`config.mk`:
```
export PLATFORM = sky130hd
export DESIGN_NAME = adder_arbiter
export DESIGN_NICKNAME = d
export VERILOG_FILES = /design/src/rtl/adder_arbiter.sv
export SDC_FILE = /design/constraint.sdc
export NUM_CORES = 1
export LEC_CHECK = 0
export BUFFER_PORTS_ARGS = -buffer_cell sky130_fd_sc_hd__buf_2
export CAP_MARGIN = 30
export CELL_PAD_IN_SITES_DETAIL_PLACEMENT = 2
export CELL_PAD_IN_SITES_GLOBAL_PLACEMENT = 2
export CORE_ASPECT_RATIO = 1.5
export CORE_UTILIZATION = 23
export DETAILED_ROUTE_END_ITERATION = 8
export PLACE_DENSITY_LB_ADDON = 0.1
export SLEW_MARGIN = 10
export SYNTH_ARGS = -nofsm -noshare
export SYNTH_HDL_FRONTEND = slang
export SYNTH_SLANG_ARGS = --single-unit
export TNS_END_PERCENT = 50
```
`constraint.sdc`:
```
create_clock -name clk -period 2.3 [get_ports clk]
set_input_delay 0 -clock clk [delete_from_list [all_inputs] [get_ports clk]]
set_output_delay 0 -clock clk [all_outputs]
set_load 0.02 [all_outputs]
```
`src/rtl/adder_arbiter.sv`:
```
// adder_arbiter: round-robin sharing of one WIDTH-bit adder among NREQ requesters
module adder_arbiter #(
  parameter int NREQ  = 4,
  parameter int WIDTH = 4
) (
  input  logic                     clk,
  input  logic                     rst,
  input  logic [NREQ-1:0]          req_valid,
  output logic [NREQ-1:0]          req_ready,
  input  logic [NREQ*WIDTH-1:0]    req_a,
  input  logic [NREQ*WIDTH-1:0]    req_b,
  output logic                     rsp_valid,
  input  logic                     rsp_ready,
  output logic [WIDTH:0]           rsp_sum,
  output logic [$clog2(NREQ)-1:0]  rsp_id
);
  localparam int IDW = $clog2(NREQ);
  typedef enum logic {IDLE, RESP} state_t;
  state_t           state;
  logic [IDW-1:0]   ptr;
  logic [IDW-1:0]   win;
  logic             hit;
  logic             grant;
  logic [WIDTH-1:0] a_sel;
  logic [WIDTH-1:0] b_sel;
  // Scan from the farthest lane back to ptr so the nearest valid lane wins last.
  always_comb begin
    win = '0;
    hit = 1'b0;
    for (int k = NREQ - 1; k >= 0; k--) begin
      if (req_valid[(int'(ptr) + k) % NREQ]) begin
        hit = 1'b1;
        win = IDW'((int'(ptr) + k) % NREQ);
      end
    end
  end
  assign grant     = !rst && hit && (state == IDLE || rsp_ready);
  assign req_ready = grant ? (NREQ'(1) << win) : '0;
  assign a_sel     = req_a[int'(win)*WIDTH +: WIDTH];
  assign b_sel     = req_b[int'(win)*WIDTH +: WIDTH];
  assign rsp_valid = state == RESP;
  always_ff @(posedge clk or posedge rst) begin
    if (rst) begin
      state   <= IDLE;
      ptr     <= '0;
      rsp_sum <= '0;
      rsp_id  <= '0;
    end else if (grant) begin
      state   <= RESP;
      ptr     <= win == IDW'(NREQ - 1) ? '0 : win + 1'b1;
      rsp_sum <= {1'b0, a_sel} + {1'b0, b_sel};
      rsp_id  <= win;
    end else if (state == RESP && rsp_ready) begin
      state <= IDLE;
    end
  end
endmodule
```
==> metrics.txt <==
status finished, violations left; failing checks negative setup slack; hold path cells 3; Distinct cells, synth 22; crit-path leading delay family multiplexers; CTS tree built; Worst Path Arrival around 2.6 ns; end of the worst hold path rsp_valid$_DFFE_PP0P_; synthesized area per cell 10.7 sq um; Clock Pin Slew Worst Setup and Hold Paths roughly 0.05 ns; cell area after synthesis around 970 sq um; die area around 4500 sq um; min-delay worst type primary input to flip-flop; post-route antenna net violation count 0; share of synthesized flip-flops with an asynchronous set or reset between 90% and 100%; number of cell rows 28; number of global-route vias before repair around 1,100; worst stage delay on the critical path between 0.3 and 0.4 ns; Post-DP Area 1330 sq um; Tightest Pin Transition ~0.8 ns; Crit path top cell by count mux2i_1; gpl congestion between 0.6 and 0.7; DR vias/cell about 4.7; post-layout util about 39%; Setup WS post-layout -0.148 ns; Worst Setup Path Type flip-flop to flip-flop; Power per Cell Area between 1000 and 1500 nW/um^2; initial antenna violation count 0; Final Skew about 0.00067 ns; n_diodes 0; hold slack final 0.0935 ns; largest area contributor in the netlist dfrtp_1; Critical Path, Cell by Cell and2b_1 -> nor2_2 -> o22a_4 -> mux2i_1 -> mux2i_1 -> ha_2 -> buf_4 -> a21o_1 -> a21oi_2 -> xnor2_1 -> mux2_4; end of the worst register-to-register path rsp_sum[3]$_DFFE_PP0P_; Ys Warns 0; total global routing overflow 0; wirelength, routed between 2 and 3 mm; critical path's slowest cell dfrtp_1; core area between 3000 and 4000 sq um; total of max-cap violations 0; Skew-Pair Late Insertion Delay approximately 0.23 ns; Root Buffer clkbuf_8; Peak VDD IR 0.477 mV; H-tree Lvls 1; Seq/Total Area, Yosys approximately 26%; CP Capture Type flip-flop; top area cells in the synthesized netlist dfrtp_1 (26%), mux2i_1 (25%), ha_1 (10%), mux2_2 (4.7%), buf_12 (4.1%); Die X ~55 microns; number of synthesized flops with an enable pin 0; flop2flop setup slack -0.15 ns; # setup viols final 4; final instance count without filler cells 206; TritonCTS Buffers 3; Synth Flop Type dfrtp_1; achievable frequency slightly above 400 MHz; Post-Syn Nets about 140; worst-path fanout max 6; Synth top area share around 26%; reg2reg path depth 11; min-delay src req_valid[2]; largest net degree at the start of global routing 17; 1st-iter DRT viols 11; # fillers 460; Pre-Repair DR Iteration Count 4; IO Pins a little over 50; Sequential cell area roughly 250 sq um; Final Hold Viols 0; fin crit period roughly 2.4 ns; CP required about 2.4 ns; pre-CTS WS -0.327 ns; overall die height slightly above 80 microns; wire per inst about 15 microns; worst rel slew slack 46.7%; PnR Total Power approximately 1.8 mW; IO buf count 50; share of layout cells above drive strength 1 between 60% and 70%; Worst Path Buf+Inv 1; LEAKAGE 0.811 nW; # clock sinks 10; Setup TNS Final -0.399 ns; count of pins over their slew limit 0; Longest Clk Path Bufs 2; dpl cells between 150 and 200; final period utilization 106%; first-pass GRT wire length 4.76 mm; FF-to-FF Start ptr[0]$_DFFE_PP0P_; post-synthesis cell count 90; Final nets 210; Starting Density between 20% and 30%; RSZ-0062 raised after global routing true; Worst setup SP type flip-flop; dpl hpwl 2.42 mm; total track usage 14.7%; area delta synth->final 61.1%; total number of vias ~960; Yosys reg bits 10; area of the multi-input gates between 700 and 800 sq um; fin area around 1600 sq um; Post-route DRC 0
## cell usage after synthesis (2+ instances only)
master / number
a21o_1: 3
a21oi_1: 6
a21oi_2: 2
and2_1: 4
buf_12: 2
dfrtp_1: 10
ha_1: 8
inv_1: 9
mux2_2: 4
mux2_4: 2
mux2i_1: 24
nor2_1: 3
o22ai_1: 3
xnor2_1: 2
## how the worst max path moves through the flow
| stage | end | from | depth (start not counted) |
|---|---|---|---|
| after detailed placement | rsp_sum[4]$_DFFE_PP0P_ | ptr[0]$_DFFE_PP0P_ | 10 |
| after CTS | rsp_sum[3]$_DFFE_PP0P_ | ptr[1]$_DFFE_PP0P_ | 11 |
| after global routing | rsp_sum[3]$_DFFE_PP0P_ | ptr[1]$_DFFE_PP0P_ | 10 |
| final | rsp_sum[3]$_DFFE_PP0P_ | ptr[0]$_DFFE_PP0P_ | 11 |
| after global placement | rsp_sum[3]$_DFFE_PP0P_ | ptr[0]$_DFFE_PP0P_ | 11 |
| after floorplan | rsp_sum[4]$_DFFE_PP0P_ | ptr[1]$_DFFE_PP0P_ | 12 |
## registers in the layout (all words and copies together), names as in the netlist
signal / count
rsp_sum: 5
ptr: 2
rsp_valid: 1
rsp_id: 2
## routing by layer
metal | global-route usage [%] | wire length (microns) | vias up
met5 | 0 | 0 | -
met4 | 3.75 | 14 | 0
met3 | 1.31 | 97 | 2
met2 | 32.0 | 1890 | 27
met1 | 12.8 | 985 | 469
li1 | - | - | 461
## cell type report
type                       instances  area share [%]
inverter                           9            2.17
clock buffer                       4            3.54
timing repair buffer              70            27.3
tap                               45            3.62
multi-input combinational         68            47.3
sequential                        10            16.1
## worst register-to-register path, cell delays in order, from the launching register on
cell and delay (ns):
dfrtp_1 0.34, and2b_1 0.22, nor2_2 0.17, o22a_4 0.25
mux2i_1 0.23, mux2i_1 0.10, ha_2 0.21, buf_4 0.13
a21o_1 0.18, a21oi_2 0.12, xnor2_1 0.09, mux2_4 0.27
## layout by cell type, fill, tap and decap left out, types with 2 or more instances in the layout
master and count:
a21o_1 3, a21oi_1 2, ha_1 7, buf_4 15, mux2i_1 16, buf_6 2
mux2_4 3, a21oi_2 6, o22a_4 2, mux2_2 3, and2_1 4, mux2i_2 6
buf_2 50, dfrtp_1 10, inv_1 9, o22ai_1 2, dlygate4sd3_1 2, nor2_1 2
mux2i_4 2, clkbuf_8 4
## what timing repair did
item | CTS | global route
pin swaps | 6 | 2
resized for setup | 20 | 3
hold buffers | 2 | 0
buffers inserted | 4 | 1
gates cloned | 1 | 0
hold endpoints to repair | 11 | 0
setup endpoints to repair | 4 | 4
## logic make-up after synthesis
family,count (synthesis),share of synthesized area (%)
AO/OA/AOI/OAI,17,12.4
XOR/XNOR,2,1.81
AND/OR/NAND/NOR,9,5.18
multiplexers,30,32.6
buffers and inverters,13,9.59
adder cells (fa/ha/maj),9,12.4
flip-flops,10,25.9
## where the power goes
| group | switching, mW | total [mW] | internal (mW) |
|---|---|---|---|
| Sequential | 0.0457 | 0.304 | 0.258 |
| Combinational | 0.613 | 1.32 | 0.707 |
| Clock | 0.0715 | 0.222 | 0.151 |
(Power assumes the default switching activity.)
